===== config.mk =====
export PLATFORM = sky130hd
export DESIGN_NAME = nibble_serial_adder_flat
export DESIGN_NICKNAME = d
export VERILOG_FILES = /design/src/rtl/nibble_serial_adder_pkg.sv /design/src/rtl/nibble_serial_adder_if.sv /design/src/rtl/nibble_add_slice.sv /design/src/rtl/nibble_serial_adder.sv /design/src/flat_wrapper.sv
export SDC_FILE = /design/constraint.sdc
export NUM_CORES = 1
export LEC_CHECK = 0
export ABC_AREA = 1
export BUFFER_PORTS_ARGS = -buffer_cell sky130_fd_sc_hd__buf_2
export CAP_MARGIN = 20
export CELL_PAD_IN_SITES_DETAIL_PLACEMENT = 0
export CELL_PAD_IN_SITES_GLOBAL_PLACEMENT = 1
export CORE_MARGIN = 2
export CORE_UTILIZATION = 42
export DETAILED_ROUTE_END_ITERATION = 10
export PLACE_DENSITY = 0.87
export SETUP_SLACK_MARGIN = 0.5
export SLEW_MARGIN = 20
export SYNTH_ARGS = -nofsm -noshare
export SYNTH_HDL_FRONTEND = slang
export SYNTH_HIERARCHICAL = 1
export SYNTH_SLANG_ARGS = --single-unit

===== constraint.sdc =====
create_clock -name CLK -period 4.8 [get_ports CLK]
set_clock_uncertainty 0.15 [all_clocks]
set_input_delay 0.96 -clock CLK [delete_from_list [all_inputs] [get_ports CLK]]
set_output_delay 0.96 -clock CLK [all_outputs]
set_load 0.005 [all_outputs]

===== src/rtl/nibble_serial_adder_pkg.sv =====
// Shared definitions for the nibble-serial adder.
//   NIBBLE_W  : width of one arithmetic slice
//   state_t   : controller state encoding (IDLE, RUN, FIN)
//   cnt_width : width of the slice counter for a given slice count
package nibble_serial_adder_pkg;

  localparam int NIBBLE_W = 4;

  typedef enum logic [1:0] {
    IDLE = 2'd0,
    RUN  = 2'd1,
    FIN  = 2'd2
  } state_t;

  // The counter must hold 0..nibbles-1; keep at least one bit.
  function automatic int cnt_width(input int nibbles);
    return (nibbles <= 2) ? 1 : $clog2(nibbles);
  endfunction

endpackage


===== src/rtl/nibble_serial_adder_if.sv =====
// Request/result bundle of the nibble-serial adder.
//   START, C_IN, A, B         : request side (master drives)
//   BUSY, DONE, SUM, C_OUT, OVF : status/result side (slave drives)
//
// Handshake: START is a request qualified by BUSY. A request is accepted on a
// rising edge where START=1 and BUSY=0; A, B and C_IN are captured at that
// edge. START while BUSY=1 is dropped, not queued. DONE is a one-cycle pulse
// marking SUM/C_OUT/OVF as the new result; those outputs then hold until the
// next completion.
interface nibble_serial_adder_if #(
  parameter int NIBBLES = 4
);
  import nibble_serial_adder_pkg::*;

  localparam int W = NIBBLE_W * NIBBLES;

  logic         START;
  logic         C_IN;
  logic [W-1:0] A;
  logic [W-1:0] B;
  logic         BUSY;
  logic         DONE;
  logic [W-1:0] SUM;
  logic         C_OUT;
  logic         OVF;

  modport master (
    output START, C_IN, A, B,
    input  BUSY, DONE, SUM, C_OUT, OVF
  );

  modport slave (
    input  START, C_IN, A, B,
    output BUSY, DONE, SUM, C_OUT, OVF
  );

endinterface


===== src/rtl/nibble_add_slice.sv =====
// One 4-bit ripple-carry adder slice (purely combinational).
//   a, b : slice operands
//   cin  : carry into bit 0
//   sum  : slice sum
//   cout : carry out of bit 3
module nibble_add_slice
  import nibble_serial_adder_pkg::*;
(
  input  logic [NIBBLE_W-1:0] a,
  input  logic [NIBBLE_W-1:0] b,
  input  logic                cin,
  output logic [NIBBLE_W-1:0] sum,
  output logic                cout
);

  logic [NIBBLE_W:0] c;

  always_comb begin
    c    = '0;
    sum  = '0;
    c[0] = cin;
    for (int i = 0; i < NIBBLE_W; i++) begin
      sum[i]   = a[i] ^ b[i] ^ c[i];
      c[i+1]   = (a[i] & b[i]) | (c[i] & (a[i] ^ b[i]));
    end
    cout = c[NIBBLE_W];
  end

endmodule


===== src/rtl/nibble_serial_adder.sv =====
// Multi-cycle wide adder: adds two W-bit operands one nibble per clock
// through a single nibble_add_slice, carrying between cycles in a register.
//   CLK       : rising-edge clock
//   RST       : synchronous active-high reset (priority over START)
//   bus       : request/result interface (slave side)
//   fsm_state : current controller state, for observation
module nibble_serial_adder
  import nibble_serial_adder_pkg::*;
#(
  parameter int NIBBLES = 4
) (
  input  logic                  CLK,
  input  logic                  RST,
  nibble_serial_adder_if.slave  bus,
  output state_t                fsm_state
);

  localparam int             W    = NIBBLE_W * NIBBLES;
  localparam int             CW   = cnt_width(NIBBLES);
  localparam logic [CW-1:0]  LAST = CW'(NIBBLES - 1);

  state_t                state_q, state_d;
  logic                  accept;
  logic [W-1:0]          a_sh, b_sh, psum_q;
  logic                  carry_q;
  logic [CW-1:0]         cnt_q;
  logic                  a_msb_q, b_msb_q;
  logic [W-1:0]          sum_q;
  logic                  c_out_q, ovf_q;

  logic [NIBBLE_W-1:0]   sl_sum;
  logic                  sl_cout;
  logic [W-1:0]          psum_next;
  logic                  ovf_next;

  nibble_add_slice u_slice (
    .a    (a_sh[NIBBLE_W-1:0]),
    .b    (b_sh[NIBBLE_W-1:0]),
    .cin  (carry_q),
    .sum  (sl_sum),
    .cout (sl_cout)
  );

  // Result nibbles enter at the MSB end, so after NIBBLES shifts the first
  // (least significant) nibble has reached bit 0.
  assign psum_next = {sl_sum, psum_q[W-1:NIBBLE_W]};

  // The operand sign bits are shifted out during RUN, so they are kept
  // separately from acceptance for the overflow decision.
  assign ovf_next  = (a_msb_q == b_msb_q) && (psum_next[W-1] != a_msb_q);

  always_comb begin
    state_d = state_q;
    accept  = 1'b0;
    case (state_q)
      IDLE: begin
        if (bus.START) begin
          accept  = 1'b1;
          state_d = RUN;
        end
      end
      RUN: begin
        if (cnt_q == LAST) state_d = FIN;
      end
      FIN: begin
        // A request in the completion cycle starts the next add back-to-back.
        if (bus.START) begin
          accept  = 1'b1;
          state_d = RUN;
        end else begin
          state_d = IDLE;
        end
      end
      default: state_d = IDLE;
    endcase
  end

  always_ff @(posedge CLK) begin
    if (RST) begin
      state_q <= IDLE;
      a_sh    <= '0;
      b_sh    <= '0;
      psum_q  <= '0;
      carry_q <= 1'b0;
      cnt_q   <= '0;
      a_msb_q <= 1'b0;
      b_msb_q <= 1'b0;
      sum_q   <= '0;
      c_out_q <= 1'b0;
      ovf_q   <= 1'b0;
    end else begin
      state_q <= state_d;
      if (accept) begin
        a_sh    <= bus.A;
        b_sh    <= bus.B;
        carry_q <= bus.C_IN;
        cnt_q   <= '0;
        a_msb_q <= bus.A[W-1];
        b_msb_q <= bus.B[W-1];
      end else if (state_q == RUN) begin
        a_sh    <= a_sh >> NIBBLE_W;
        b_sh    <= b_sh >> NIBBLE_W;
        psum_q  <= psum_next;
        carry_q <= sl_cout;
        cnt_q   <= cnt_q + CW'(1);
        // Visible results only move on the completing edge.
        if (cnt_q == LAST) begin
          sum_q   <= psum_next;
          c_out_q <= sl_cout;
          ovf_q   <= ovf_next;
        end
      end
    end
  end

  assign bus.BUSY  = (state_q == RUN);
  assign bus.DONE  = (state_q == FIN);
  assign bus.SUM   = sum_q;
  assign bus.C_OUT = c_out_q;
  assign bus.OVF   = ovf_q;
  assign fsm_state = state_q;

endmodule

===== src/flat_wrapper.sv =====
// flat-port wrapper written by rule: the top's interface ports become plain ports
module nibble_serial_adder_flat import nibble_serial_adder_pkg::*;
#(
  parameter int NIBBLES = 4
)
  (CLK, RST, fsm_state, bus_START, bus_C_IN, bus_A, bus_B, bus_BUSY, bus_DONE, bus_SUM, bus_C_OUT, bus_OVF);
  nibble_serial_adder_if #(.NIBBLES(NIBBLES)) bus_i ();
  input  logic CLK;
  input  logic RST;
  output state_t fsm_state;
  input wire logic [$bits(bus_i.START)-1:0] bus_START;
  input wire logic [$bits(bus_i.C_IN)-1:0] bus_C_IN;
  input wire logic [$bits(bus_i.A)-1:0] bus_A;
  input wire logic [$bits(bus_i.B)-1:0] bus_B;
  output wire logic [$bits(bus_i.BUSY)-1:0] bus_BUSY;
  output wire logic [$bits(bus_i.DONE)-1:0] bus_DONE;
  output wire logic [$bits(bus_i.SUM)-1:0] bus_SUM;
  output wire logic [$bits(bus_i.C_OUT)-1:0] bus_C_OUT;
  output wire logic [$bits(bus_i.OVF)-1:0] bus_OVF;
  assign bus_i.START = bus_START;
  assign bus_i.C_IN = bus_C_IN;
  assign bus_i.A = bus_A;
  assign bus_i.B = bus_B;
  assign bus_BUSY = bus_i.BUSY;
  assign bus_DONE = bus_i.DONE;
  assign bus_SUM = bus_i.SUM;
  assign bus_C_OUT = bus_i.C_OUT;
  assign bus_OVF = bus_i.OVF;
  nibble_serial_adder #(.NIBBLES(NIBBLES)) u_core (.CLK(CLK), .RST(RST), .bus(bus_i), .fsm_state(fsm_state));
endmodule

==> results of run 1 <==
[kinds of logic after synthesis]
logic type	Yosys count	share of synthesized area
adder cells (fa/ha/maj)	5	0.0309
flip-flops	69	0.461
XOR/XNOR	1	0.00292
buffers and inverters	83	0.123
AND/OR/NAND/NOR	183	0.259
AO/OA/AOI/OAI	70	0.123
[routing by layer]
layer  share of wire  vias up  GRT usage
li1                -     1385          -
met1            0.45     1232      0.228
met2            0.47       87      0.293
met3           0.067       10     0.0625
met4           0.011        0     0.0496
met5               0        -          0
[power by group]
group / internal [W] / total [W] / switching [W]
Sequential: 0.000607 / 0.000625 / 0.0000180
Combinational: 0.0000552 / 0.000154 / 0.0000987
Clock: 0.000268 / 0.000486 / 0.000218
Total: 0.000930 / 0.00127 / 0.000335
[final cells by class]
cell class	instances	area, um^2	share of cell area
well taps	96	120	0.0345
repair buffers	59	300	0.0861
clock buffers	11	151	0.0434
flip-flops and latches	69	1380	0.396
clock inverters	5	58.8	0.0169
inverters	59	224	0.0642
multi-input cells	259	1250	0.359
[placed cells by master (no fill, tap or decap)]
cell type / instances
sky130_fd_sc_hd__nand2_2: 3
sky130_fd_sc_hd__inv_2: 2
sky130_fd_sc_hd__inv_1: 56
sky130_fd_sc_hd__ha_1: 1
sky130_fd_sc_hd__nand3_1: 53
sky130_fd_sc_hd__a21oi_1: 32
sky130_fd_sc_hd__xor2_1: 1
sky130_fd_sc_hd__inv_4: 1
sky130_fd_sc_hd__bufinv_16: 1
sky130_fd_sc_hd__nor2_2: 1
sky130_fd_sc_hd__nand2_4: 1
sky130_fd_sc_hd__o211a_1: 3
sky130_fd_sc_hd__clkinv_4: 1
sky130_fd_sc_hd__buf_4: 2
sky130_fd_sc_hd__clkinvlp_4: 2
sky130_fd_sc_hd__a211oi_1: 2
sky130_fd_sc_hd__clkbuf_8: 11
sky130_fd_sc_hd__clkinv_2: 1
sky130_fd_sc_hd__o21ai_0: 33
sky130_fd_sc_hd__dfxtp_1: 69
sky130_fd_sc_hd__nand2_1: 72
sky130_fd_sc_hd__nor2_1: 52
sky130_fd_sc_hd__buf_2: 57
sky130_fd_sc_hd__nor2_4: 1
sky130_fd_sc_hd__fa_1: 4
[per-stage QoR]
| step | cell area (um^2) | hold WS [ns] | utilization |
|---|---|---|---|
| 5_1_grt | 3490 | 0.337 | 0.507 |
| 4_1_cts | 3490 | 0.318 | 0.507 |
| 6_report | 3490 | 0.315 | 0.507 |
| 2_1_floorplan | 3000 | 0.285 | - |
| 3_3_place_gp | 3280 | 0.300 | 0.477 |
| 3_5_place_dp | 3280 | 0.307 | 0.477 |
[state kept, by name (all words and copies together) (netlist names)]
name	flops
u_core/bus.SUM	16
u_core/bus.C_OUT	1
u_core/a_sh	16
u_core/b_msb_q	1
u_core/carry_q	1
u_core/b_sh	16
u_core/a_msb_q	1
u_core/cnt_q	2
u_core/psum_q	12
u_core/bus.OVF	1
u_core/fsm_state	2
[worst max-delay path, stage by stage, from the launching register on]
cell,delay [ns]
sky130_fd_sc_hd__dfxtp_1,0.31
sky130_fd_sc_hd__buf_4,0.26
sky130_fd_sc_hd__inv_4,0.08
sky130_fd_sc_hd__nor2_4,0.44
sky130_fd_sc_hd__buf_2,0.21
[worst paths after layout]
path	to	cells past startpoint	from	slack, ns
max	bus_BUSY	4	u_core/fsm_state[0]	2.03
min	u_core/psum_q[12]	2	u_core/psum_q[12]	0.32
max reg2reg	u_core/bus.OVF	13	u_core/a_sh[0]	2.23
min reg2reg	u_core/psum_q[12]	2	u_core/psum_q[12]	0.32
==> run summary, run 1 <==
• element type at the critical path start: register
• share of post-route cells with drive strength above 1: 0.182
• post-synthesis to final-layout area growth: 16.2%
• detailed-placement wirelength estimate: 4.33 mm
• Max-Cap Viols: 0
• most instantiated cells after synthesis: sky130_fd_sc_hd__nand2_1, sky130_fd_sc_hd__dfxtp_1, sky130_fd_sc_hd__inv_1
• number of clock sinks: 69
• die footprint: 7830 um^2
• number of hold violations in the final report: 0
• Pre-antenna DRT Iters: 4
• cts bufs inserted: 9
• most used standard cell by instance count after synthesis: sky130_fd_sc_hd__nand2_1
• post-layout net count: 498
• antenna viol nets, final: 0
• first-pass GRT wire length: 10.8 mm
• syn_area_per_cell: 7.30 um^2
• flops & latches, synth: 69
• per-cell routed wire length: 12.0 um
• wire length reported by the detailed router: 6.71 mm
• fraction of synthesized cell area taken by the top area cell type: 0.461
• num ports: 58
• instance count after placement with tap cells included: 542
• netlist area before placement: 3000 um^2
• number of global-route vias before repair: 2408
• number of warnings printed during yosys synthesis: 6
• number of diodes added for antenna fixing: 0
• final count of pins violating max slew: 0
• setup-violating endpoint count in the final report: 0
• run status: complete, no violations
• shortest period the worst path allows: 2.77 ns
• post-cts hold buffer count: 0
• Clock H-tree levels: 3
• count of distinct cell types in the synthesized netlist: 22
• largest voltage drop on the vdd net: 0.157 mV
• via total after detailed routing: 2714
• violation count after the first detailed-routing iteration: 126
• worst path arrival time: 1.66 ns
• cells taking the most area after synthesis: sky130_fd_sc_hd__dfxtp_1, sky130_fd_sc_hd__nand2_1, sky130_fd_sc_hd__nand3_1, sky130_fd_sc_hd__inv_1, sky130_fd_sc_hd__nor2_1
• number of cells in the finished layout apart from fillers: 558
• CTS Root Buffer Type: sky130_fd_sc_hd__clkbuf_8
• initial cell density of the core: 0.437
• worst max-slew margin expressed relative to the limit: 0.360
• Setup TNS: 0 ns
• floorplan die width: 88.5 um
• synthesized netlist cell count: 411
• DRC: 0
• number of post-CTS setup repair buffers: 0
• actual transition at the worst max-transition pin: 0.959 ns
• Placer Congestion: 0.763
• clock latency on the worst-skew pair: 0.35 ns
• Worst Path Max Fanout: 22
• fill cell total of the finished layout: 717
• Static Leak: 1.73 nW
• final clock period utilization by the worst path: 0.577
• cell type contributing the most total cell area after synthesis: sky130_fd_sc_hd__dfxtp_1
• total grt overflow: 0
• clock slew seen by the registers of the worst setup and hold paths: 0.07 ns
• Power, Total: 0.00127 W
• capturing element type of the critical path: primary output
• Critical Setup Path Class: register to primary output
• DIE HEIGHT: 88.5 um
• required time worst endpoint: 3.69 ns
• clock tree from TritonCTS: yes
• number of synthesized flops with an enable pin: 0
• async set-reset flop share out of synthesis: 0
• Hold Crit Class: register to register
• power density of the placed cells: 363 nW/um^2
• number of I/O port buffers: 57
• number of core rows: 30
• area of the core: 6870 um^2
• worst-case clock buffer depth: 2
• most used flip-flop cell after synthesis: sky130_fd_sc_hd__dfxtp_1
• post-DR vias/cell: 4.86
• number of antenna violations at the first check in global routing: 0
• Setup WS pre-CTS: 2.03 ns
• combined global-route utilization of all metal layers: 0.180
• pin count of the biggest net entering global routing: 49
• number of resized instances in the post-cts repair step: 0
• setup slack after layout: 2.03 ns
• Max Freq: 361 MHz
• Synth Net Count: 452
• setup repair after global routing missed its margin: no
• sequential cell area fraction in the yosys report: 0.461
Power figures use the tool's default switching activity.
==> run 2, diff against run 1 <==
--- a/config.mk
+++ b/config.mk
@@ -11,9 +11,9 @@
 export CELL_PAD_IN_SITES_DETAIL_PLACEMENT = 0
 export CELL_PAD_IN_SITES_GLOBAL_PLACEMENT = 1
 export CORE_MARGIN = 2
-export CORE_UTILIZATION = 42
+export CORE_UTILIZATION = 39
 export DETAILED_ROUTE_END_ITERATION = 10
-export PLACE_DENSITY = 0.87
+export PLACE_DENSITY = 0.82
 export SETUP_SLACK_MARGIN = 0.5
 export SLEW_MARGIN = 20
 export SYNTH_ARGS = -nofsm -noshare
==> constraint.sdc (replaced) <==
create_clock -name CLK -period 2.6 [get_ports CLK]
set_clock_uncertainty 0.15 [all_clocks]
set_input_delay 0.52 -clock CLK [delete_from_list [all_inputs] [get_ports CLK]]
set_output_delay 0.52 -clock CLK [all_outputs]
set_load 0.005 [all_outputs]
==> run 2 against run 1 <==
Global-route usage down 0.53 points. Sequential share of layout area down 1.3 points. Combinational power up 98%. Via count down 2.0%. Flip-flop and latch count unchanged. Clock power up 110%.
==> run summary, run 2 (same netlist as run 1, synthesis figures left out) <==
• run status: complete, no violations, unchanged
• actual transition at the worst max-transition pin: 0.487 ns, was 0.959 ns
• largest voltage drop on the vdd net: 0.306 mV, was 0.157 mV
• Critical R2R Capture: u_core/bus.OVF, unchanged
• final count of pins violating max slew: 0, unchanged
• via total after detailed routing: 2661, was 2714
• per-cell routed wire length: 12.0 um, about the same
• Max-Cap Viols: 0, unchanged
• number of hold violations in the final report: 0, unchanged
• number of core rows: 31, was 30
• clock tree from TritonCTS: yes, unchanged
• element type at the critical path start: register, unchanged
• Hold Crit Class: input pin to register, was register to register
• internal power: 0.00187 W, was 0.000930 W
• setup slack after layout: 0.217 ns, was 2.03 ns
• Worst Path Max Fanout: 3, was 22
• required time worst endpoint: 2.70 ns, was 3.69 ns
• Hold Path Origin: bus_A[13], was u_core/psum_q[12]
• total grt overflow: 0, unchanged
• post-layout net count: 509, was 498
• cts bufs inserted: 9, unchanged
• most frequent cells in the layout: sky130_fd_sc_hd__nand2_1, sky130_fd_sc_hd__dfxtp_1, sky130_fd_sc_hd__buf_2, unchanged
• post-synthesis to final-layout area growth: 20.5%, was 16.2%
• Setup TNS: 0 ns, unchanged
• Placer Congestion: 0.818, was 0.763
• total net switching power: 0.000624 W, was 0.000335 W
• combined global-route utilization of all metal layers: 0.174, was 0.180
• worst path arrival time: 2.48 ns, was 1.66 ns
• Static Leak: 1.79 nW, was 1.73 nW
• number of I/O port buffers: 57, unchanged
• num ports: 58, unchanged
• worst max-slew margin expressed relative to the limit: 0.675, was 0.360
• cell count of the worst hold path: 3, was 2
• Critical Setup Path Class: register to register, was register to primary output
• number of cells in the finished layout apart from fillers: 571, was 558
• post-cts hold buffer count: 0, unchanged
• final clock period utilization by the worst path: 0.916
• Clock H-tree levels: 3, unchanged
• detailed-placement wirelength estimate: 4.63 mm, was 4.33 mm
• die footprint: 8410 um^2, was 7830 um^2
• violation count after the first detailed-routing iteration: 121, was 126
• fraction of power spent switching nets: 0.250, was 0.265
• shortest period the worst path allows: 2.38 ns
• wire length reported by the detailed router: 6.85 mm, was 6.71 mm
• Max Freq: 420 MHz
• post-DR vias/cell: 4.66, was 4.86
• clock slew seen by the registers of the worst setup and hold paths: 0.08 ns, was 0.07 ns
• Pre-antenna DRT Iters: 4, unchanged
• Setup WS pre-CTS: 0.172 ns, was 2.03 ns
• clock latency on the worst-skew pair: 0.34 ns, was 0.35 ns
• origin of the critical flop-to-flop path: u_core/carry_q, was u_core/a_sh[0]
• capturing element type of the critical path: register, was primary output
• initial cell density of the core: 0.409, was 0.437
• number of clock sinks: 69, unchanged
• internal reg-to-reg setup slack: 0.22 ns, was 2.23 ns
• setup-violating endpoint count in the final report: 0, unchanged
• sequential share of power: 0.463, was 0.494
• first-pass GRT wire length: 11.7 mm, was 10.8 mm
• DRC: 0, unchanged
• worst-case clock buffer depth: 2, unchanged
• number of global-route vias before repair: 2566, was 2408
• floorplan die width: 91.7 um, was 88.5 um
• power density of the placed cells: 691 nW/um^2, was 363 nW/um^2
• antenna viol nets, final: 0, unchanged
• commonest non-fill, non-tap cell in the layout: sky130_fd_sc_hd__nand2_1, unchanged
• DIE HEIGHT: 91.7 um, was 88.5 um
• area of the core: 7330 um^2, was 6870 um^2
• CTS Root Buffer Type: sky130_fd_sc_hd__clkbuf_8, unchanged
• number of diodes added for antenna fixing: 0, unchanged
• reg2reg path depth: 13, unchanged
• clock share of power: 0.415, was 0.384
• setup repair after global routing missed its margin: yes, was no
• instance count after placement with tap cells included: 554, was 542
• number of antenna violations at the first check in global routing: 0, unchanged
• share of post-route cells with drive strength above 1: 0.229, was 0.182
• Comb power frac: 0.122, about the same
• pin count of the biggest net entering global routing: 26, was 49
• fill cell total of the finished layout: 781, was 717
• hold-critical path endpoint: u_core/a_sh[13], was u_core/psum_q[12]
==> run 2: changes by cell type in the layout (fill, tap and decap cells not counted), moves of 3 or more <==
cell,delta
sky130_fd_sc_hd__dfxtp_2,+3
sky130_fd_sc_hd__fa_1,-3
sky130_fd_sc_hd__inv_1,-6
sky130_fd_sc_hd__buf_4,+11
sky130_fd_sc_hd__dfxtp_1,-3
sky130_fd_sc_hd__inv_2,+6
sky130_fd_sc_hd__fa_2,+3
==> run 2: metrics by stage <==
stage,cell area [um^2],total power [W],util,hold WS [ns]
floorplan,3010,0.00139,-,0.285
global placement,3360,0.00147,0.458,0.305
detailed placement,3360,0.00148,0.458,0.307
CTS,3600,0.00252,0.492,0.259
global route,3610,0.00262,0.493,0.263
finish,3610,0.00250,0.493,0.274
==> run 2: worst max-delay path by stage <==
stage,endpoint,startpoint,slack [ns],depth (start not counted)
after floorplan,u_core/bus.OVF,u_core/carry_q,0.27,13
after global placement,u_core/bus.OVF,u_core/carry_q,0.20,13
after detailed placement,u_core/bus.OVF,u_core/carry_q,0.17,13
after CTS,u_core/bus.OVF,u_core/carry_q,0.21,13
after global routing,u_core/bus.OVF,u_core/carry_q,0.08,13
final,u_core/bus.OVF,u_core/carry_q,0.22,13
==> run 2: power by group through the flow <==
stage | Sequential [W] | Clock (W) | Combinational (W)
global route | 0.00116 | 0.00110 | 0.000356
floorplan | 0.00117 | 0 | 0.000220
global placement | 0.00118 | 0 | 0.000292
CTS | 0.00116 | 0.00106 | 0.000305
detailed placement | 0.00118 | 0 | 0.000295
finish | 0.00116 | 0.00104 | 0.000305
==> run 2: final cells by class <==
| cell class | count | area, um^2 | share of cell area |
|---|---|---|---|
| repair buffers | 70 | 383 | 0.106 |
| inverters | 59 | 224 | 0.0620 |
| well taps | 99 | 124 | 0.0343 |
| flip-flops and latches | 69 | 1390 | 0.383 |
| clock buffers | 9 | 124 | 0.0343 |
| clock inverters | 6 | 111 | 0.0308 |
| multi-input cells | 259 | 1260 | 0.350 |
==> run 2: critical path: stages (launching register included) <==
cell and delay (ns):
sky130_fd_sc_hd__dfxtp_2 0.34, sky130_fd_sc_hd__fa_2 0.37, sky130_fd_sc_hd__inv_2 0.06, sky130_fd_sc_hd__fa_2 0.18, sky130_fd_sc_hd__inv_2 0.04, sky130_fd_sc_hd__fa_2 0.32, sky130_fd_sc_hd__inv_2 0.06, sky130_fd_sc_hd__fa_1 0.41
sky130_fd_sc_hd__inv_2 0.08, sky130_fd_sc_hd__inv_2 0.03, sky130_fd_sc_hd__nand3_1 0.05, sky130_fd_sc_hd__nand3_1 0.08, sky130_fd_sc_hd__nand3_1 0.08, sky130_fd_sc_hd__inv_1 0.04
==> run 2: per-layer routing <==
layer / global-route usage / wire length, um / up-vias
li1: - / - / 1409
met1: 0.216 / 3250 / 1186
met2: 0.293 / 3180 / 59
met3: 0.0542 / 360 / 7
met4: 0.0498 / 65 / 0
met5: 0 / 0 / -
==> run 2: repair_timing <==
item / in CTS / in global routing
setup buffers: 1 / 1
pin swaps: 5 / 1
gates resized for setup: 6 / 2
endpoints found under the setup margin: 4 / 4
==> run 3, diff against run 2 <==
--- a/config.mk
+++ b/config.mk
@@ -13,6 +13,7 @@
 export CORE_MARGIN = 2
 export CORE_UTILIZATION = 39
 export DETAILED_ROUTE_END_ITERATION = 10
+export HOLD_SLACK_MARGIN = 0.12
 export PLACE_DENSITY = 0.82
 export SETUP_SLACK_MARGIN = 0.5
 export SLEW_MARGIN = 20
==> constraint.sdc (replaced) <==
create_clock -name CLK -period 2.6 [get_ports CLK]
set_clock_uncertainty 0.15 [all_clocks]
set_input_delay 0.52 -clock CLK [delete_from_list [all_inputs] [get_ports CLK]]
set_output_delay 0.52 -clock CLK [all_outputs]
set_load 0.02 [all_outputs]
==> run 3 against run 2 <==
Critical path depth unchanged. Core utilization increased by 0.20 points. Sequential share of layout area decreased by 0.16 points. Sequential power about the same. Non-clock buffer count increased by 1. First-iteration DRC count unchanged. Final cell count increased by 0.35%. Die area unchanged.
==> run summary, run 3 (same netlist as run 1, synthesis figures left out) <==
• run status: complete, no violations, unchanged
• number of buffers and inverters on the critical path: 6, unchanged
• CTS Root Buffer Type: sky130_fd_sc_hd__clkbuf_8, unchanged
• Hold Crit Class: input pin to register, unchanged
• number of diodes added for antenna fixing: 0, unchanged
• setup repair after global routing missed its margin: yes, unchanged
• most repeated library cell on the critical path: sky130_fd_sc_hd__inv_2, unchanged
• final clock period utilization by the worst path: 0.931, was 0.916
• commonest non-fill, non-tap cell in the layout: sky130_fd_sc_hd__nand2_1, unchanged
• required time worst endpoint: 2.70 ns, about the same
• DIE HEIGHT: 91.7 um, unchanged
• first-pass GRT wire length: 12.0 mm, was 11.7 mm
• pin count of the biggest net entering global routing: 26, unchanged
• via total after detailed routing: 2717, was 2661
• number of core rows: 31, unchanged
• initial cell density of the core: 0.409, unchanged
• detailed-placement wirelength estimate: 4.68 mm, was 4.63 mm
• Clock H-tree levels: 3, unchanged
• largest voltage drop on the vdd net: 0.343 mV, was 0.306 mV
• floorplan die width: 91.7 um, unchanged
• area of the core: 7330 um^2, unchanged
• instance count after placement with tap cells included: 553, was 554
• final core utilization: 0.495, was 0.493
• power density of the placed cells: 681 nW/um^2, was 691 nW/um^2
• most frequent cells in the layout: sky130_fd_sc_hd__nand2_1, sky130_fd_sc_hd__dfxtp_1, sky130_fd_sc_hd__buf_2, unchanged
• Slowest-stage cell, CP: sky130_fd_sc_hd__fa_1, unchanged
• area taken by multi-input logic gates: 1280 um^2, was 1260 um^2
• clock slew seen by the registers of the worst setup and hold paths: 0.08 ns, about the same
• wire length reported by the detailed router: 6.90 mm, was 6.85 mm
• clock latency on the worst-skew pair: 0.34 ns, about the same
• maximum cell stage delay along the critical path: 0.42 ns, was 0.41 ns
• actual transition at the worst max-transition pin: 0.490 ns, was 0.487 ns
• Max-Cap Viols: 0, unchanged
• Register Area: 1390 um^2, unchanged
• post-layout net count: 510, was 509
• Pre-antenna DRT Iters: 4, unchanged
• Worst Path Max Fanout: 3, unchanged
• die footprint: 8410 um^2, unchanged
• setup slack after layout: 0.180 ns, was 0.217 ns
• setup-violating endpoint count in the final report: 0, unchanged
• number of cells in the finished layout apart from fillers: 573, was 571
• violation count after the first detailed-routing iteration: 121, unchanged
• number of antenna violations at the first check in global routing: 0, unchanged
• worst-case clock buffer depth: 2, unchanged
• cell-by-cell trace of the critical path: fa_2, inv_2, fa_2, inv_2, fa_2, inv_2, fa_1, inv_2, inv_2, nand3_2, nand3_2, nand3_2, inv_2, was fa_2, inv_2, fa_2, inv_2, fa_2, inv_2, fa_1, inv_2, inv_2, nand3_1, nand3_1, nand3_1, inv_1
• Max Freq: 413 MHz, was 420 MHz
• number of global-route vias before repair: 2629, was 2566
• cts bufs inserted: 9, unchanged
• cell family contributing the most delay on the critical path: adder cells, unchanged
• fill cell total of the finished layout: 791, was 781
• post-cts hold buffer count: 0, unchanged
• combined global-route utilization of all metal layers: 0.179, was 0.174
• Static Leak: 1.79 nW, about the same
• worst max-slew margin expressed relative to the limit: 0.673, was 0.675
• Placer Congestion: 0.745, was 0.818
• shortest period the worst path allows: 2.42 ns, was 2.38 ns
• post-synthesis to final-layout area growth: 21.0%, was 20.5%
• clock tree from TritonCTS: yes, unchanged
• per-cell routed wire length: 12.0 um, about the same
• capturing element type of the critical path: register, unchanged
• number of clock sinks: 69, unchanged
• worst path arrival time: 2.52 ns, was 2.48 ns
• share of post-route cells with drive strength above 1: 0.238, was 0.229
• Setup TNS: 0 ns, unchanged
• total grt overflow: 0, unchanged
• Setup WS pre-CTS: 0.138 ns, was 0.172 ns
• antenna viol nets, final: 0, unchanged
• DRC: 0, unchanged
• number of hold violations in the final report: 0, unchanged
• number of I/O port buffers: 57, unchanged
• Critical Setup Path Class: register to register, unchanged
• num ports: 58, unchanged
• post-DR vias/cell: 4.74, was 4.66
• element type at the critical path start: register, unchanged
• final count of pins violating max slew: 0, unchanged
## run 3: cell types whose count changed in the layout (fill, tap and decap cells not counted), sizes merged
cell / previous run / this run
buf: 70 / 71
clkinvlp: 1 / 0
clkinv: 1 / 2
bufinv: 3 / 2
inv: 60 / 62
## run 3: worst register-to-register path: stages, from the launching register on
cell and delay, ns:
sky130_fd_sc_hd__dfxtp_2 0.34, sky130_fd_sc_hd__fa_2 0.38, sky130_fd_sc_hd__inv_2 0.06, sky130_fd_sc_hd__fa_2 0.18, sky130_fd_sc_hd__inv_2 0.04, sky130_fd_sc_hd__fa_2 0.33
sky130_fd_sc_hd__inv_2 0.06, sky130_fd_sc_hd__fa_1 0.42, sky130_fd_sc_hd__inv_2 0.09, sky130_fd_sc_hd__inv_2 0.04, sky130_fd_sc_hd__nand3_2 0.05, sky130_fd_sc_hd__nand3_2 0.08
sky130_fd_sc_hd__nand3_2 0.08, sky130_fd_sc_hd__inv_2 0.03
## run 3: final timing paths
check | start | endpoint | slack (ns) | depth (start not counted)
setup / recovery | u_core/carry_q | u_core/bus.OVF | 0.18 | 13
hold reg to reg | u_core/psum_q[12] | u_core/psum_q[12] | 0.32 | 2
hold / removal | bus_B[13] | u_core/b_sh[13] | 0.26 | 2
setup reg to reg | u_core/carry_q | u_core/bus.OVF | 0.18 | 13
## run 3: what timing repair did
item,CTS,global route
setup buffers,3,1
pin swaps,7,5
gates resized for setup,9,2
setup endpoints to repair,4,4
## run 3: where the power goes
group          internal, W  switching [W]  total [W]
Combinational     0.000125       0.000194   0.000319
Sequential         0.00112      0.0000342    0.00116
Clock             0.000556       0.000444    0.00100
## run 3: through the flow
stage               hold WS, ns  instance area [um^2]  total power (W)
floorplan                 0.285                  3010          0.00139
global placement          0.304                  3350          0.00147
detailed placement        0.306                  3350          0.00148
CTS                       0.253                  3620          0.00250
global route              0.254                  3630          0.00260
finish                    0.265                  3630          0.00247
## run 3: area by class of cell
type / instances / share of cell area
multi-input cells: 259 / 0.352
clock inverters: 7 / 0.0293
flip-flops and latches: 69 / 0.382
inverters: 59 / 0.0617
clock buffers: 9 / 0.0341
repair buffers: 71 / 0.108
well taps: 99 / 0.0341
## run 3: layer usage
| layer | track usage | part of all wire | up-vias |
|---|---|---|---|
| met3 | 0.0616 | 0.047 | 8 |
| met5 | 0 | 0 | - |
| li1 | - | - | 1408 |
| met2 | 0.296 | 0.46 | 63 |
| met1 | 0.222 | 0.48 | 1238 |
| met4 | 0.0485 | 0.011 | 0 |
